<file path="src/rtl/svm_timing_scheduler.sv">
// rtl/svm_timing_scheduler.sv - SVM sampling tick, setpoint shadow register, clipping and atomic commit
module svm_timing_scheduler #(
    parameter int F_CLK       = 100000000,
    parameter int F_TAST      = 5000,
    parameter int TAST_PERIOD = F_CLK / F_TAST,
    parameter int W           = 15,
    parameter int T_ZERO_MIN  = 100
) (
    input  logic         CLK,
    input  logic         RST_N,
    input  logic         ENABLE,
    input  logic         SET_VALID,
    output logic         SET_READY,
    input  logic [W-1:0] SET_T1,
    input  logic [W-1:0] SET_T2,
    input  logic [2:0]   SET_SECTOR,
    output logic         TAST_STROBE,
    output logic [W-1:0] T_1,
    output logic [W-1:0] T_2,
    output logic [2:0]   SECTOR,
    output logic         ACTIVE,
    output logic         SAT,
    output logic         ERR_SECTOR
);

    localparam logic [W-1:0] LAST  = W'(TAST_PERIOD - 1);
    localparam logic [W-1:0] T_MAX = W'(TAST_PERIOD - T_ZERO_MIN);

    typedef enum logic [1:0] {
        S_IDLE  = 2'd0,
        S_ARMED = 2'd1,
        S_RUN   = 2'd2
    } state_t;

    state_t       state;
    state_t       state_nxt;
    logic [W-1:0] cnt;
    logic [W-1:0] cnt_nxt;
    logic         pending;
    logic [W-1:0] sh_t1;
    logic [W-1:0] sh_t2;
    logic [2:0]   sh_sector;

    logic         xfer;
    logic         legal;
    logic         boundary;
    logic         commit;
    logic [W:0]   sum;
    logic [W-1:0] clip_t1;
    logic [W-1:0] clip_t2;
    logic         clip_sat;

    // The shadow register is free whenever nothing is waiting for a boundary
    assign SET_READY = RST_N && !pending;
    assign xfer      = SET_VALID && SET_READY;
    assign legal     = (SET_SECTOR <= 3'd5);
    assign boundary  = ENABLE && (cnt == LAST);
    // Uses the pending flag from before this cycle, so a transfer landing in
    // the boundary cycle itself waits for the next boundary
    assign commit    = boundary && pending && ((state == S_ARMED) || (state == S_RUN));
    assign ACTIVE    = (state == S_RUN);

    // Next counter value; strobe is registered from it so it lines up with cnt
    always_comb begin
        cnt_nxt = '0;
        if (ENABLE) begin
            cnt_nxt = (cnt == LAST) ? '0 : cnt + 1'b1;
        end
    end

    // Sampling counter and boundary strobe
    always_ff @(posedge CLK) begin
        if (!RST_N) begin
            cnt         <= '0;
            TAST_STROBE <= 1'b0;
        end else begin
            cnt         <= cnt_nxt;
            TAST_STROBE <= (cnt_nxt == LAST);
        end
    end

    // Shadow register capture, pending flag and illegal-sector pulse
    always_ff @(posedge CLK) begin
        if (!RST_N) begin
            pending    <= 1'b0;
            sh_t1      <= '0;
            sh_t2      <= '0;
            sh_sector  <= '0;
            ERR_SECTOR <= 1'b0;
        end else begin
            ERR_SECTOR <= xfer && !legal;
            if (xfer && legal) begin
                pending   <= 1'b1;
                sh_t1     <= SET_T1;
                sh_t2     <= SET_T2;
                sh_sector <= SET_SECTOR;
            end else if (commit) begin
                pending <= 1'b0;
            end
        end
    end

    // Clip so at least T_ZERO_MIN clocks of zero vector remain; T1 wins
    always_comb begin
        sum      = {1'b0, sh_t1} + {1'b0, sh_t2};
        clip_t1  = sh_t1;
        clip_t2  = sh_t2;
        clip_sat = 1'b0;
        if (sh_t1 >= T_MAX) begin
            clip_t1  = T_MAX;
            clip_t2  = '0;
            clip_sat = 1'b1;
        end else if (sum > {1'b0, T_MAX}) begin
            clip_t2  = T_MAX - sh_t1;
            clip_sat = 1'b1;
        end
    end

    // FSM state register
    always_ff @(posedge CLK) begin
        if (!RST_N) begin
            state <= S_IDLE;
        end else begin
            state <= state_nxt;
        end
    end

    // FSM next state; dropping ENABLE returns to IDLE from anywhere
    always_comb begin
        state_nxt = state;
        case (state)
            S_IDLE:  if (ENABLE) state_nxt = S_ARMED;
            S_ARMED: if (commit) state_nxt = S_RUN;
            S_RUN:   state_nxt = S_RUN;
            default: state_nxt = S_IDLE;
        endcase
        if (!ENABLE) begin
            state_nxt = S_IDLE;
        end
    end

    // Committed outputs: load at commit, zero the times when disabled
    always_ff @(posedge CLK) begin
        if (!RST_N) begin
            T_1    <= '0;
            T_2    <= '0;
            SECTOR <= '0;
            SAT    <= 1'b0;
        end else if (!ENABLE) begin
            T_1 <= '0;
            T_2 <= '0;
            SAT <= 1'b0;
        end else if (commit) begin
            T_1    <= clip_t1;
            T_2    <= clip_t2;
            SECTOR <= sh_sector;
            SAT    <= clip_sat;
        end
    end

endmodule

</file>
<file path="config.mk">
export PLATFORM = sky130hd
export DESIGN_NAME = svm_timing_scheduler
export DESIGN_NICKNAME = d
export VERILOG_FILES = /design/src/rtl/svm_timing_scheduler.sv
export SDC_FILE = /design/constraint.sdc
export NUM_CORES = 1
export LEC_CHECK = 0
export CAP_MARGIN = 20
export CORE_UTILIZATION = 54
export CTS_CLUSTER_SIZE = 12
export DETAILED_ROUTE_END_ITERATION = 16
export PLACE_DENSITY = 0.81
export SLEW_MARGIN = 20
export SYNTH_ARGS = -nofsm -noshare
export SYNTH_HDL_FRONTEND = slang
export SYNTH_SLANG_ARGS = --single-unit
</file>
<file path="constraint.sdc">
create_clock -name CLK -period 3.5 [get_ports CLK]
set_clock_uncertainty 0.1 [all_clocks]
set_input_delay 0.875 -clock CLK [delete_from_list [all_inputs] [get_ports CLK]]
set_output_delay 0.875 -clock CLK [all_outputs]
set_load 0.01 [all_outputs]
</file>
; Yosys cells after proc, flatten, opt, wreduce, memory -nomap -nowiden
; Cells that the tools add are included.
[totals]
regBits = 87
in_bits = 37
output_inout_bits = 38
elab_cells = 48
[classes]
n_addsub = 3
muxes = 11
n_lt_le_gt_ge = 3
n_eq_ne = 5
n_reduce_logical = 14
[ops]
columns = operator, count
row1 = $mux W15, 5
row2 = $eq A15 B15 Y1 const B, 2
row3 = $add A15 B15 Y16, 1
row4 = $gt A16 B15 Y1 const B, 1
row5 = $add A15 B1 Y15 const B, 1
row6 = $ge A15 B15 Y1 const B, 1
row7 = $sub A15 B15 Y15 const A, 1
row8 = $logic_and A1 B1 Y1, 7
row9 = $pmux W2 S3, 1
row10 = $mux W1, 4
row11 = $reduce_and A2 Y1, 2
row12 = $le A3 B3 Y1 const B, 1
row13 = $eq A2 B1 Y1 const B, 1
row14 = $eq A2 B2 Y1 const B, 1
row15 = $logic_not A1 Y1, 2
row16 = $logic_not A2 Y1, 1
row17 = $mux W2, 1
row18 = $ne A2 B2 Y1 const B, 1
row19 = $reduce_bool A2 Y1, 1
row20 = $logic_or A1 B1 Y1, 1

; Logic depth before layout (Yosys ltp)
; Gate-level depths: netlist (run 1).
[logic_depth]
ltp_word = 6
depth_mapped = 12
ltp_nobuf = 11

; Least setup slack after synthesis (run 1)
; Ideal clock, no wire load.
[synth_timing]
kind = reg-to-reg
startpoint = register sh_t1[10]
endpoint = register T_2[11]
stages_incl_launch_ff = 11
arrival_ns = 2.734
path_slack_ns = 0.544
period_less_slack_ns = 2.956
cell_sequence = dfxtp_1 -> ha_1 -> buf_6 -> a21o_1 -> a31o_1 -> a2111o_1 -> a221oi_2 -> a41oi_1 -> o21ai_2 -> a21oi_4 -> a221o_1
[synth_via]
elab_chain_len = 4
[synth_rtl]
columns = item, line
row1 = from (decl), 40  ; logic [W-1:0] sh_t1;
row2 = from (signal assigned), 86  ; sh_t1 <= '0;
row3 = from (signal assigned), 94  ; sh_t1 <= SET_T1;
row4 = $add A15 B15 Y16, 105  ; sum = {1'b0, sh_t1} + {1'b0, sh_t2};
row5 = $gt A16 B15 Y1, 113  ; end else if (sum > {1'b0, T_MAX}) begin
row6 = $mux W15, 113
row7 = $mux W15 (*), 109  ; if (sh_t1 >= T_MAX) begin
row8 = to (signal assigned), 155  ; T_2 <= clip_t2;
row9 = to (decl), 19  ; output logic [W-1:0] T_2,
; Every way passes the cells marked *; elsewhere a longest branch is shown, timed or not.
; A chain may end at the register's enable or synchronous reset.

; Final worst setup path (run 1)
[layout_timing]
startpoint = register sh_t1[10]
endpoint = register T_2[0]
; The elaborated chain is that of the path after synthesis.

==> summary.md, run 1 <==
| Metric | Value |
|---|---|
| Number of enable flip-flop cells after synthesis | `0` |
| End of the worst register-to-register path | `T_2[0]` |
| Number of design-rule violations left by the first detailed-router iteration | `216` |
| Worst Setup EP | `T_2[0]` |
| Final Wtd Congestion | `0.977` |
| Overall die area | `8890 sq um` |
| WP data required | `3.70 ns` |
| Net Count, Synth | `615` |
| Die boundary height | `94.3 microns` |
| Seq/Total Area, Yosys | `37.9%` |
| Worst slew margin relative to its limit | `51.5%` |
| Clock network latency to the later pin of the worst-skew pair | `0.36 ns` |
| Starting density of the core | `56.0%` |
| Total number of H-tree levels | `3` |
| Final Critical Period | `3.34 ns` |
| Total number of vias | `4,298` |
| Unrepaired setup endpoints after global routing | `no` |
| Origin of the worst setup path | `sh_t1[10]` |
| Post-synth top area share | `37.9%` |
| Flip-flop and latch count after synthesis | `87` |
| Final HPWL from detailed placement | `9140 microns` |
| Logic depth of the worst path, buffers included | `10` |
| Power per unit of standard cell area | `352 nW/um^2` |
| Routed wire length | `12,300 microns` |
| Class of the tightest hold or removal check | `reg2reg` |
| Buf+Inv Stages, Crit Path | `1` |
| Filler Cells Inserted | `668` |
| R2r startpoint | `sh_t1[10]` |
| Diode count | `0` |
| Count of endpoints failing hold in the final timing report | `0` |
| Setup slack on the worst flop-to-flop path | `0.16 ns` |
| Synth cell types | `60` |
| GRT overflow | `0` |
| Count of antenna-violating nets left after detailed routing | `0` |
| Logic depth of the worst register-to-register path | `10` |
| Crit path max-delay cell type | `sky130_fd_sc_hd__dfxtp_1` |
| Avg WL per Cell | `16.6 microns` |
| Clock Tree Buf Depth | `2` |
| Slack of the critical path | `0.163 ns` |
| Synthesized cell area | `4600 sq um` |
| Area of the multi-input gates | `2690 sq um` |
| Count of instances resized after the clock tree is built | `0` |
| First-pass GRT wire length | `19,900 microns` |
| Run status | `finished clean` |
| Layout Area Growth over Synthesis | `23.8%` |
| DP Cell Count | `726` |
| Clock buffers created by TritonCTS | `9` |
| Post-synthesis area per instance | `8.26 sq um` |
| Worst Tran Pin Value | `0.724 ns` |
| Met3 layer usage reported by global route | `6.07%` |
| Yosys synthesis warning count | `0` |
| Fraction of synthesis flops using an asynchronous set or reset pin | `0%` |
| Grt peak-use layer | `met2` |
| # Max-Cap Violations | `0` |
| Total Power | `0.00201 W` |
| Max VDD drop | `231 uV` |
| Cell taking the most area after synthesis | `sky130_fd_sc_hd__dfxtp_1` |
| Clk sinks | `87` |
| Top-level I/O count | `75` |
| GR Util All Layers | `29.2%` |
| Post-synthesis cell count | `557` |
| Final-report max-slew violation count | `0` |
| Pre-CTS setup slack | `0.240 ns` |
| Final layout net count | `690` |
| Achievable Freq | `300 MHz` |
| Startpoint type of the worst setup path | `flop` |
| Clk pin slew, worst setup/hold paths | `0.09 ns` |
| Endpoint type of the worst setup path | `flop` |
| DRC violations left | `0` |
| Endpoints failing setup | `0` |
| Met2 Use GR | `50.7%` |
| Final clock period utilization by the worst path | `95.3%` |
| Number of buffers added on ports | `74` |
| Non-filler instance count after layout | `742` |
| P_leak | `2.17 nW` |
| Largest cells by area after synthesis | `sky130_fd_sc_hd__dfxtp_1 38%, sky130_fd_sc_hd__nand2_1 9.1%, sky130_fd_sc_hd__a21boi_0 5.5%` |
| Clock tree from TritonCTS | `built` |
| Fraction of final layout cells with drive strength greater than 1 | `8.95%` |
| Sequence of cells on the critical path | `ha_1 > a21o_1 > a31o_1 > a2111o_1 > a221oi_2 > o31ai_1 > nand2b_1 > buf_4 > a211oi_1 > a211o_1` |
| Pin count of the biggest net entering global routing | `46` |
| Vias per std cell | `5.79` |
| Number of antenna violations at the first check in global routing | `0` |
| Overall die width | `94.3 microns` |
| Flip-flop cell with the highest count after synthesis | `sky130_fd_sc_hd__dfxtp_1` |
| Hold-fix buffers at CTS | `0` |
| Fraction of met1 tracks used by global routing | `35.7%` |
| Largest stage delay on the critical path | `0.48 ns` |
| Number of setup buffers added after CTS | `0` |
| Data arrival, critical path | `3.54 ns` |
| Number of search-and-repair iterations in the first detailed-routing pass | `5` |
| Core ar. | `8220 sq um` |
| Number of global-route vias before repair | `4,111` |
| # rows | `33` |
| CP top delay family | `compound AO/OA/AOI/OAI gates` |
| Kind of critical path | `reg2reg` |
| Setup Total Neg Slack | `0 ns` |
| Clock Root Buffer | `sky130_fd_sc_hd__clkbuf_8` |
| Highest fanout seen on the critical path | `14` |
| Seq. cell area | `1740 sq um` |
layout by cell type, fill, tap and decap left out, drive strengths merged, types with 16 or more instances in the layout:
cell | netlist | routed
a21boi | 34 | 34
a21oi | 28 | 28
buf | 7 | 20
clkdlybuf4s50 | 0 | 74
dfxtp | 87 | 87
ha | 20 | 20
nand2 | 111 | 111
nand3 | 16 | 16
nor2 | 44 | 44
o21ai | 19 | 19
xor2 | 17 | 17
cells in the mapped netlist (all sizes together), types with 3 or more instances:
master / instances
a22oi: 4
or3: 4
buf: 7
nor2b: 4
o21ai: 19
o22ai: 3
and2: 6
a211oi: 3
a31oi: 6
a21boi: 34
xnor2: 15
xor2: 17
nand4: 6
nor3: 10
inv: 10
nor4b: 3
o221a: 8
ha: 20
nand3: 16
clkbuf: 23
or2: 4
and3: 15
dfxtp: 87
nor2: 44
a211o: 3
nand2: 111
a21oi: 28
a21o: 4
a31o: 7
nand3b: 3
a221o: 5
layout make-up:
cell class / instances / share of cell area (%)
clock inverter: 7 / 1.38
tap: 105 / 2.31
inverter: 10 / 0.659
clock buffer: 9 / 2.17
multi-input combinational: 430 / 47.3
sequential: 87 / 30.6
timing repair buffer: 94 / 15.6
report_power, final:
group          total [W]  switching (W)  leakage, nW  internal (W)
combinational   0.000238       0.000129         1.37      0.000109
clock           0.000734       0.000395       0.0982      0.000339
sequential       0.00103      0.0000235        0.704       0.00101
total            0.00201       0.000547         2.17       0.00146
state kept, by name, summed over array words and instances (netlist names):
name         count
ERR_SECTOR       1
SAT              1
SECTOR           3
TAST_STROBE      1
T_1             15
T_2             15
cnt             15
pending          1
sh_sector        3
sh_t1           15
sh_t2           15
state            2
metrics by stage:
| step | cell area [sq um] | hold WS [ns] | util (%) |
|---|---|---|---|
| after CTS | 5700 | 0.360 | 69.3 |
| after floorplan | 4600 | 0.341 | - |
| after global routing | 5700 | 0.381 | 69.3 |
| final | 5700 | 0.356 | 69.3 |
| after detailed placement | 5490 | 0.347 | 66.8 |
| after global placement | 5490 | 0.341 | 66.8 |
how the worst min path moves through the flow:
stage / depth (start not counted) / from / to
after floorplan: 1 / cnt[0] / cnt[0]
after global placement: 2 / T_1[13] / T_1[13]
after detailed placement: 2 / T_2[10] / T_2[10]
after CTS: 2 / T_2[10] / T_2[10]
after global routing: 2 / T_2[12] / T_2[12]
final: 2 / T_2[10] / T_2[10]
worst min-delay path, cell delays in order (launching register included):
cell                      delay, ns
sky130_fd_sc_hd__dfxtp_1       0.32
sky130_fd_sc_hd__nand2_1       0.05
sky130_fd_sc_hd__o21ai_1       0.05
layer usage:
layer | part of all wire [%] | vias up
met5 | 0 | -
li1 | - | 2113
met1 | 44 | 2022
met2 | 49 | 141
met3 | 5.9 | 22
met4 | 1.6 | 0
cells by family after synthesis:
group | synth area share (%)
AOI/OAI and AO/OA | 22.6
xor gates and xnor gates | 6.09
adders and majority gates | 6.09
buffers and inverters | 3.70
DFF | 37.9
muxes | 0.435
and+or+nand+nor | 23.2
(Power assumes the default switching activity.)
==> inputs of run 2 (changes only) <==
Settings changed: CORE_MARGIN from default to 3.
==> summary.md, run 2 (synthesis results as in run 1) <==
| Metric | Value |
|---|---|
| Grt peak-use layer | `met2` |
| Top-level I/O count | `75` |
| Net switching fraction of the power | `25.2%` |
| Number of buffers added on ports | `74` |
| Clock buffers created by TritonCTS | `9` |
| Routed wire length | `11,800 microns` |
| Diode count | `0` |
| Pin count of the biggest net entering global routing | `46` |
| Internal power contribution | `0.00154 W` |
| Relative contribution of sequential cells to total power | `50.3%` |
| Pre-CTS setup slack | `0.278 ns` |
| Met2 Use GR | `40.5%` |
| Count of endpoints failing hold in the final timing report | `0` |
| Met3 layer usage reported by global route | `5.07%` |
| Largest stage delay on the critical path | `0.47 ns` |
| Most frequent standard cell in the layout excluding fill and tap cells | `sky130_fd_sc_hd__nand2_1` |
| Final HPWL from detailed placement | `8710 microns` |
| Final Wtd Congestion | `1.01` |
| Final-report max-slew violation count | `0` |
| Logic depth of the worst register-to-register path | `10` |
| Commonest cells after routing, fill and taps aside | `111 x sky130_fd_sc_hd__nand2_1, 87 x sky130_fd_sc_hd__dfxtp_1, 74 x sky130_fd_sc_hd__clkdlybuf4s50_1` |
| Overall die width | `98.3 microns` |
| # rows | `33` |
| Class of the tightest hold or removal check | `reg2reg` |
| Worst slew margin relative to its limit | `58.4%` |
| Filler Cells Inserted | `685` |
| Seq. cell area | `1740 sq um` |
| Setup Total Neg Slack | `0 ns` |
| Number of setup buffers added after CTS | `0` |
| Clk pin slew, worst setup/hold paths | `0.09 ns` |
| P_leak | `2.16 nW` |
| Worst Tran Pin Value | `0.622 ns` |
| Number of antenna violations at the first check in global routing | `0` |
| Layout Area Growth over Synthesis | `23.4%` |
| GR Util All Layers | `24.3%` |
| Clock network latency to the later pin of the worst-skew pair | `0.36 ns` |
| Overall die area | `9660 sq um` |
| Sequence of cells on the critical path | `ha_1 > a21o_1 > a31o_1 > a2111o_1 > a221oi_2 > o31ai_1 > nand2b_1 > inv_1 > nor3_2 > a221o_1` |
| Startpoint of the worst hold path | `T_2[7]` |
| Final core utilization | `68.8%` |
| # Max-Cap Violations | `0` |
| DRC violations left | `0` |
| Hold path endpoint | `T_2[7]` |
| Final clock period utilization by the worst path | `93.7%` |
| Data arrival, critical path | `3.43 ns` |
| Die boundary height | `98.3 microns` |
| Count of antenna-violating nets left after detailed routing | `0` |
| Combinational Power Share | `10.9%` |
| Run status | `finished clean` |
| Number of design-rule violations left by the first detailed-router iteration | `281` |
| Clock Tree Buf Depth | `2` |
| End of the worst register-to-register path | `T_2[4]` |
| Count of instances resized after the clock tree is built | `0` |
| Endpoint type of the worst setup path | `flop` |
| Max VDD drop | `206 uV` |
| Clk pwr share | `38.8%` |
| Vias per std cell | `5.82` |
| Hold path cells | `2` |
| Total number of H-tree levels | `3` |
| Power per unit of standard cell area | `363 nW/um^2` |
| Unrepaired setup endpoints after global routing | `no` |
| Hold-fix buffers at CTS | `0` |
| Final Critical Period | `3.28 ns` |
| Clk sinks | `87` |
| Achievable Freq | `305 MHz` |
| Avg WL per Cell | `16.0 microns` |
| Clock Root Buffer | `sky130_fd_sc_hd__clkbuf_8` |
| Setup slack on the worst flop-to-flop path | `0.22 ns` |
| CP top delay family | `compound AO/OA/AOI/OAI gates` |
| Highest fanout seen on the critical path | `7` |
| Number of global-route vias before repair | `3,970` |
| Startpoint type of the worst setup path | `flop` |
| Crit path max-delay cell type | `sky130_fd_sc_hd__dfxtp_1` |
| Starting density of the core | `55.7%` |
| Fraction of met1 tracks used by global routing | `31.6%` |
| Total number of vias | `4,286` |
| Endpoints failing setup | `0` |
| First-pass GRT wire length | `19,200 microns` |
| Clock tree from TritonCTS | `built` |
| R2r startpoint | `sh_t1[8]` |
| Final layout net count | `684` |
| WP data required | `3.65 ns` |
| Switching component of the power | `0.000521 W` |
| Kind of critical path | `reg2reg` |
| Buf+Inv Stages, Crit Path | `1` |
| Number of search-and-repair iterations in the first detailed-routing pass | `5` |
| Fraction of final layout cells with drive strength greater than 1 | `8.08%` |
| GRT overflow | `0` |
| Slack of the critical path | `0.220 ns` |
| Core ar. | `8260 sq um` |
| Area of the multi-input gates | `2690 sq um` |
## run 2: worst max path at each step
| stage | slack (ns) | cells after the start | from | end |
|---|---|---|---|---|
| floorplan | 0.54 | 10 | sh_t1[10] | T_2[11] |
| global placement | 0.41 | 10 | sh_t1[8] | T_2[3] |
| detailed placement | 0.28 | 10 | sh_t1[8] | T_2[4] |
| CTS | 0.26 | 10 | sh_t1[8] | T_2[4] |
| global route | 0.01 | 10 | sh_t1[8] | T_2[3] |
| finish | 0.22 | 10 | sh_t1[8] | T_2[4] |
## run 2: worst register-to-register path, delay by kind of cell (launching register included)
family / cells / cell delay, ns
AND/OR/NAND/NOR: 2 / 0.40
adder cells (fa/ha/maj): 1 / 0.35
buffers and inverters: 1 / 0.20
flip-flops: 1 / 0.47
AO/OA/AOI/OAI: 6 / 1.66
## run 2: metrics by stage
step	hold WS, ns	cell area (sq um)	cells	total power [W]
6_report	0.349	5680	736	0.00206
5_1_grt	0.375	5680	736	0.00215
3_3_place_gp	0.337	5450	720	0.00128
3_5_place_dp	0.338	5450	720	0.00128
2_1_floorplan	0.341	4600	557	0.00119
4_1_cts	0.352	5680	736	0.00208
## run 2: layout make-up
type	count	share of cell area [%]
multi-input combinational	430	47.4
sequential	87	30.7
timing repair buffer	88	14.9
clock buffer	10	2.42
tap	105	2.31
clock inverter	6	1.63
inverter	10	0.661
## run 2: routing by layer
layer	vias up	part of all wire [%]
li1	2119	-
met1	1998	45
met2	147	48
met3	22	5.9
met4	0	1.9
met5	-	0
## run 2: power groups by stage
stage | clock (W) | sequential [W] | combinational (W)
after global routing | 0.000858 | 0.00104 | 0.000248
after floorplan | 0 | 0.00105 | 0.000143
after CTS | 0.000814 | 0.00104 | 0.000224
final | 0.000799 | 0.00104 | 0.000225
after global placement | 0 | 0.00106 | 0.000218
after detailed placement | 0 | 0.00106 | 0.000223
==> inputs of run 3 (changes only) <==
Clock period 3.5 ns to 3.3 ns, I/O delays scaled along.
==> summary.md, run 3 (synthesis results as in run 1) <==
| Metric | Value |
|---|---|
| Run status | `finished clean` |
| Number of antenna violations at the first check in global routing | `0` |
| Clock tree from TritonCTS | `built` |
| Fraction of final layout cells with drive strength greater than 1 | `9.95%` |
| First-pass GRT wire length | `20,300 microns` |
| # rows | `33` |
| Overall die area | `9660 sq um` |
| Clock network latency to the later pin of the worst-skew pair | `0.36 ns` |
| Clk pin slew, worst setup/hold paths | `0.09 ns` |
| Layout Area Growth over Synthesis | `25.8%` |
| Final-report max-slew violation count | `0` |
| Starting density of the core | `55.7%` |
| Count of endpoints failing hold in the final timing report | `0` |
| Vias per std cell | `5.84` |
| Kind of critical path | `reg2reg` |
| Endpoint type of the worst setup path | `flop` |
| Power per unit of standard cell area | `377 nW/um^2` |
| Clock buffers created by TritonCTS | `9` |
| Routed wire length | `12,300 microns` |
| Total number of vias | `4,365` |
| Clock Root Buffer | `sky130_fd_sc_hd__clkbuf_8` |
| Overall die width | `98.3 microns` |
| Data arrival, critical path | `3.31 ns` |
| Startpoint type of the worst setup path | `flop` |
| Clk sinks | `87` |
| Total number of H-tree levels | `3` |
| Worst slew margin relative to its limit | `60.5%` |
| Commonest cells after routing, fill and taps aside | `111 x sky130_fd_sc_hd__nand2_1, 87 x sky130_fd_sc_hd__dfxtp_1, 74 x sky130_fd_sc_hd__clkdlybuf4s50_1` |
| Number of buffers added on ports | `74` |
| GRT overflow | `0` |
| Hold-fix buffers at CTS | `0` |
| Avg WL per Cell | `16.5 microns` |
| Pin count of the biggest net entering global routing | `45` |
| Core ar. | `8260 sq um` |
| Pre-CTS setup slack | `0.0832 ns` |
| Die boundary height | `98.3 microns` |
| # Max-Cap Violations | `0` |
| Clock Tree Buf Depth | `2` |
| Diode count | `0` |
| Final Wtd Congestion | `0.898` |
| Max VDD drop | `236 uV` |
| Highest fanout seen on the critical path | `9` |
| Final Critical Period | `3.16 ns` |
| Achievable Freq | `316 MHz` |
| Endpoints failing setup | `0` |
| Worst Tran Pin Value | `0.591 ns` |
| GR Util All Layers | `25.7%` |
| Number of global-route vias before repair | `4,267` |
| Most frequent standard cell in the layout excluding fill and tap cells | `sky130_fd_sc_hd__nand2_1` |
| Class of the tightest hold or removal check | `reg2reg` |
| Final layout net count | `696` |
| Number of search-and-repair iterations in the first detailed-routing pass | `5` |
| Final HPWL from detailed placement | `9270 microns` |
| Top-level I/O count | `75` |
| WP data required | `3.45 ns` |
| Final clock period utilization by the worst path | `95.8%` |
| Number of design-rule violations left by the first detailed-router iteration | `235` |
| P_leak | `2.23 nW` |
| Count of antenna-violating nets left after detailed routing | `0` |
| Slack of the critical path | `0.137 ns` |
| DRC violations left | `0` |
| Hold_ws | `0.362 ns` |
run 3: final cells by class:
type,count,area [sq um]
Tap cell,105,131
Timing Repair Buffer,100,948
Clock inverter,5,81.3
Clock buffer,11,131
Sequential cell,87,1740
Inverter,10,37.5
Fill cell,697,2470
Multi-Input combinational cell,430,2710
run 3: critical path, cell delays in order (launching register included):
cell	delay (ns)
sky130_fd_sc_hd__dfxtp_1	0.33
sky130_fd_sc_hd__ha_1	0.40
sky130_fd_sc_hd__a21o_1	0.22
sky130_fd_sc_hd__a31o_1	0.21
sky130_fd_sc_hd__a2111o_1	0.42
sky130_fd_sc_hd__a221oi_2	0.28
sky130_fd_sc_hd__o31ai_1	0.16
sky130_fd_sc_hd__nor3_2	0.25
sky130_fd_sc_hd__o21a_2	0.25
sky130_fd_sc_hd__nor3_4	0.08
sky130_fd_sc_hd__a221o_1	0.36
run 3: report_power, final:
group | switching (W) | leakage, nW | total, W | internal, W
Sequential | 0.0000231 | 0.704 | 0.00109 | 0.00107
Combinational | 0.000138 | 1.42 | 0.000261 | 0.000122
Clock | 0.000397 | 0.104 | 0.000826 | 0.000429
Total | 0.000558 | 2.23 | 0.00218 | 0.00162
run 3: what timing repair did:
| action | 4_1_cts | 5_1_grt |
|---|---|---|
| resized for setup | 0 | 5 |
| buffers inserted | 0 | 1 |
| setup endpoints to repair | 0 | 12 |
run 3: path summary, 6_finish.rpt:
kind,from,to,slack (ns),cells after the start
worst min-delay path,T_1[13],T_1[13],0.36,2
worst max-delay path,sh_t1[10],T_2[8],0.14,10
worst max register to register,sh_t1[10],T_2[8],0.14,10
worst min register to register,T_1[13],T_1[13],0.36,2
run 3: per-layer routing:
metal	up-vias	GRT usage (%)	wire length [microns]
li1	2135	-	-
met1	2058	31.7	5270
met2	140	44.5	6080
met3	32	3.64	604
met4	0	11.3	345
met5	-	0	0
run 3: per-stage QoR:
step / power (W) / TNS (ns) / cell area [sq um] / utilization, % / instances
after detailed placement: 0.00137 / 0 / 5540 / 67.1 / 731
after floorplan: 0.00126 / 0 / 4600 / - / 557
after global routing: 0.00226 / -0.0104 / 5790 / 70.1 / 748
after CTS: 0.00218 / 0 / 5760 / 69.7 / 747
final: 0.00218 / 0 / 5790 / 70.1 / 748
after global placement: 0.00136 / 0 / 5540 / 67.1 / 731
==> RTL change 1, RTL diff (settings of run 1) <==
The parameter `F_CLK` goes from 100000000 to 75000000.
--- a/src/rtl/svm_timing_scheduler.sv
+++ b/src/rtl/svm_timing_scheduler.sv
@@ -1,6 +1,6 @@
 // rtl/svm_timing_scheduler.sv - SVM sampling tick, setpoint shadow register, clipping and atomic commit
 module svm_timing_scheduler #(
-    parameter int F_CLK       = 100000000,
+    parameter int F_CLK       = 75000000,
     parameter int F_TAST      = 5000,
     parameter int TAST_PERIOD = F_CLK / F_TAST,
     parameter int W           = 15,
Behaviour: same outputs for any inputs over 10 cycles, from zero or initial values and one cycle with RST_N low; that may be too few to reach the edited logic, so the function may still have changed.
==> RTL change 1 against run 1 <==
Combinational power shrank 5%. Wire length grew 4.0%. Total power shrank 3.1%. First-iteration DRC count grew 50%. Sequential cell count is the same. Critical path depth grew 3. Design area grew 2.1%. Setup slack gained 61 ps. Area after synthesis grew 1.4%. Critical endpoint is now T_2[7]$_SDFFE_PN0P_. Largest cell class unchanged. Largest power group unchanged.
==> RTL change 1: results (changes against run 1) <==
Detailed routing
  – Drt first-iter violations: 324 (+50%)
  – Met2 WL post-DR: 5920 um (-1.7%)
  – Number of vias per cell: 5.91 (+2.0%)
  – M1 wire length: 5740 um (+6.5%)
  – First-pass DRT Iterations: 4 (-1)
  – Metal3 WL: 863 um (+19%)
  – Final wirelength: 12800 um (+4.0%)
  – Vias: 4573 (+6.4%)

Logic synthesis
  – Post-synthesis sequential area ratio: 0.373 (-0.00518)
  – Syn Inst Count: 582 (+4.5%)
  – Synth cell types: 54 (-10%)
  – Most instantiated cells after synthesis: nand2_1 (96), dfxtp_1 (87), nor2_1 (73)
  – Syn avg cell area: 8.01 um2 (-3.0%)
  – Top cells by area, synth: dfxtp_1 (37%), nand2_1 (7.7%), nor2_1 (5.9%), a21boi_0 (5.8%), ha_1 (5.4%)

Critical path
  – Max FO, Critical Path: 13 (-1)
  – CP max-delay cell: fa_1
  – Worst R2R End: T_2[7]$_SDFFE_PN0P_
  – Origin of the critical flop-to-flop path: sh_t2[0]$_SDFFE_PN0P_
  – Critical path arrival: 3430 ps (-110 ps)
  – R2r setup slk: 220 ps (+60 ps)
  – R2R depth: 13 (+3)
  – Worst path max stage delay: 420 ps (-60 ps)
  – Crit-path leading delay family: simple AND/OR/NAND/NOR gates

Timing
  – Final Cycle Share: 0.936 (-0.0173)
  – Slew @ Worst Pin: 1060 ps (+333 ps)
  – Fin Hold WS: 362 ps (+6.15 ps)

Final layout
  – Inverters excl. clock: 10 (unchanged)
  – Clock-cell share: 0.0323 (-0.00330)
  – Comb_multi_in: 457 (+6.3%)
  – Share of cells above drive strength 1: 0.0912 (+0.00170)
  – Layout non-clock buf frac: 0.160 (+0.00329)
  – Nets: 722 (+4.6%)
  – Signal buffers: 99 (+5.3%)
  – Top cell category: multi-input combinational cells
  – Fraction of area in multi-input gates: 0.479 (+0.00680)
  – Filler Cell Count: 710 (+6.3%)

Clock tree
  – Latest clock arrival within the worst-skew pair: 370 ps
  – Clk buf depth: 2 (unchanged)
  – Setup bufs post-CTS: 0 (unchanged)

Placed design
  – Port buffer count: 74 (unchanged)
  – Final GP Congestion: 0.937 (-4.1%)
  – Placed insts: 758 (+4.4%)
  – Area after DPL: 0.00562 mm2 (+2.3%)
  – Dpl hpwl: 9910 um (+8.4%)

Hold path
  – Hold EP: T_1[14]$_SDFFE_PN0P_
  – Hold Startpoint: T_1[14]$_SDFFE_PN0P_
  – WHS Path Cells: 1 (-1)

GRT
  – Global-route wire length before repair: 20400 um (+2.4%)
  – Vias in the first global route: 4106 (-0.12%)
  – Tot GR Track Use: 0.298 (+0.00599)
  – Largest net degree at the start of global routing: 40 (-13%)

Power
  – Maximum vdd drop: 0.219 mV (-5.4%)
  – Leakage: 2.20 nW (+1.2%)
  – Pwr per Cell Area: 334 mW/mm2 (-5.1%)
  – P_int: 1.39 mW (-4.6%)
  – Comb power: 226 uW (-5%)
  – P_clk: 685 uW (-6.7%)

Outcome
  – Status: finished clean
[RTL change 1: changes by cell type after synthesis, moves of 5 or more]
cell / run 1 / this run
a22oi_1: 4 / 21
a31o_1: 7 / 0
and3_1: 15 / 9
nand2_1: 111 / 96
nand4b_1: 0 / 5
nor2_1: 44 / 73
o21ai_0: 10 / 19
[RTL change 1: cell families (layout without fill, tap and decap cells)]
group           count (synthesis)  after routing  synth area share
flops                          87             87             0.373
fa+ha+maj                      21             21            0.0580
buf+inv                        38            125            0.0330
compound gates                158            158             0.234
simple gates                  246            246             0.241
xor+xnor                       31             31            0.0582
mux                             1              1           0.00241
[RTL change 1: timing repair]
| item | CTS | global route |
|---|---|---|
| endpoints found under the setup margin | 0 | 12 |
| gates resized for setup | 0 | 2 |
| endpoints found under the hold margin | 0 | 0 |
[RTL change 1: routing by layer]
layer  vias up  GRT usage
li1       2220          -
met4         0      0.120
met5         -          0
met1      2146      0.399
met2       180      0.480
met3        27     0.0419
==> RTL change 2, RTL diff (flow settings as in run 1) <==
Made on the original files. Remove the register `ERR_SECTOR`: a continuous assignment takes its place, so the output `ERR_SECTOR` follows one clock earlier.
--- a/src/rtl/svm_timing_scheduler.sv
+++ b/src/rtl/svm_timing_scheduler.sv
@@ -86,9 +86,7 @@
             sh_t1      <= '0;
             sh_t2      <= '0;
             sh_sector  <= '0;
-            ERR_SECTOR <= 1'b0;
         end else begin
-            ERR_SECTOR <= xfer && !legal;
             if (xfer && legal) begin
                 pending   <= 1'b1;
                 sh_t1     <= SET_T1;
@@ -99,6 +97,8 @@
             end
         end
     end
+
+    assign ERR_SECTOR = xfer && !legal;
 
     // Clip so at least T_ZERO_MIN clocks of zero vector remain; T1 wins
     always_comb begin
Function: changed (a bounded check fails within 4 cycles, from zero or initial values and one cycle with RST_N low).
==> RTL change 2 against run 1 <==
Sequential cell count shrank 1. Design area grew 4.7%. Total power shrank 1.4%. Via count grew 4.4%. Wire length grew 8.8%. Count of clock-buffer cells in the layout grew 1. Area after synthesis grew 0.30%. Cell count grew 2.4%. Setup slack lost 120 ps. Critical endpoint is now T_2[7]$_SDFFE_PN0P_. Largest cell class unchanged.
==> RTL change 2: results (changes against run 1) <==
Power
  – Maximum vdd drop: 0.227 mV (-1.9%)
  – Leakage: 2.12 nW (-2.3%)
  – Pwr per Cell Area: 332 mW/mm2 (-5.8%)
  – Sequential Power Share: 0.515 (about the same)
  – Comb power: 269 uW (+13%)
  – Switching Power: 563 uW (+2.7%)

Final layout
  – Filler Cell Count: 628 (-6.0%)
  – Share of cells above drive strength 1: 0.133 (+0.0433)
  – Final Instance Area: 0.00596 mm2 (+4.7%)
  – Nets: 708 (+2.6%)

Placed design
  – Port buffer count: 74 (unchanged)
  – Dpl hpwl: 9330 um (+2.1%)
  – Placed insts: 735 (+1.2%)
  – Final GP Congestion: 0.861 (-12%)
  – Pre-CTS setup slack: -87.0 ps (-328 ps)
  – Area after DPL: 0.00558 mm2 (+1.6%)

GRT
  – Met1 Use GR: 0.385 (+0.0273)
  – Vias in the first global route: 4235 (+3.0%)
  – Initial antenna violation count: 0 (unchanged)
  – Global-route wire length before repair: 20500 um (+2.7%)
  – Largest net degree at the start of global routing: 45 (-2.2%)
  – Met2 usage: 0.500 (-0.00664)
  – Tot GR Track Use: 0.300 (+0.00819)
  – M3 GR Usage: 0.0411 (-0.0196)

Logic synthesis
  – Synth Area in Adders: 0.0608 (-0.000182)
  – Synth Area in XOR/XNOR: 0.0608 (-0.000182)
  – Most used DFF post-synth: dfxtp_1
  – Synth Warn #: 0 (unchanged)
  – Synth cell types: 59 (-1.7%)
  – Top cells by area, synth: dfxtp_1 (37%), nand2_1 (9.7%), a21boi_0 (5.5%), ha_1 (5.4%), nor2_1 (3.6%)
  – Most instantiated cells after synthesis: nand2_1 (119), dfxtp_1 (86), nor2_1 (44)
  – Compound-Gate Fraction of Synth Area: 0.218 (-0.00827)
  – Post-synthesis sequential area ratio: 0.373 (-0.00547)
  – Syn Inst Count: 557 (unchanged)
  – Async SR Flop Fraction: 0 (unchanged)
  – Multiplexer share of the synthesized area: 0.0304 (+0.0260)

Detailed routing
  – Number of vias per cell: 5.90 (+1.9%)
  – Vias: 4485 (+4.4%)
  – Final wirelength: 13400 um (+8.8%)
  – First-pass DRT Iterations: 5 (unchanged)
  – Drt first-iter violations: 315 (+46%)

Timing
  – Relative slew slack: 0.347 (-0.168)

Clock tree
  – Num CTS Buffers: 9 (unchanged)
  – H-tree Lvls: 3 (unchanged)
  – CTS root buf: clkbuf_8
  – Latest clock arrival within the worst-skew pair: 370 ps

Critical path
  – Max FO, Critical Path: 5 (-9)
  – CP max-delay cell: or3b_1
  – Worst path max stage delay: 380 ps (-100 ps)
  – Critical path arrival: 3650 ps (+110 ps)

Hold path
  – Hold Crit Class: reg -> reg

Outcome
  – Status: finished clean
## RTL change 2: layer usage
metal,vias up,part of all wire
li1,2138,-
met1,2099,0.43
met2,209,0.47
met3,39,0.073
met4,0,0.030
met5,-,0
## RTL change 2: logic make-up after synthesis
family,after synthesis
and+or+nand+nor,229
AOI/OAI and AO/OA,138
DFF,86
buffers and inverters,36
xor gates and xnor gates,32
adders and majority gates,22
muxes,14
## RTL change 2: worst reg2reg max path, delay by kind of cell, from the launching register on
family                   cells  cell delay [ps]
AO/OA/AOI/OAI                8             1750
adder cells (fa/ha/maj)      2              540
AND/OR/NAND/NOR              2              510
flip-flops                   1              350
buffers and inverters        1              150
## RTL change 2: path summary, 6_finish.rpt
path / startpoint / end / slack, ps / depth (start not counted)
setup / recovery: sh_t2[0]$_SDFFE_PN0P_ / T_2[7]$_SDFFE_PN0P_ / 40 / 13
hold / removal: T_2[1]$_SDFFE_PN0P_ / T_2[1]$_SDFFE_PN0P_ / 360 / 2
setup reg to reg: sh_t2[0]$_SDFFE_PN0P_ / T_2[7]$_SDFFE_PN0P_ / 40 / 13
hold reg to reg: T_2[1]$_SDFFE_PN0P_ / T_2[1]$_SDFFE_PN0P_ / 360 / 2
## RTL change 2: layout make-up
type	instances	area share
well taps	105	0.0220
inverters	7	0.00441
repair buffers	111	0.179
clock inverters	6	0.00903
clock buffers	10	0.0231
flip-flops and latches	86	0.289
multi-input cells	435	0.473
## RTL change 2: what timing repair did
action / CTS / global route
setup endpoints to repair: 14 / 15
hold buffers: 0 / 0
pin swaps: 4 / 16
cloned: 0 / 2
setup buffers: 2 / 5
gates resized for setup: 1 / 20
hold endpoints to repair: 0 / 0
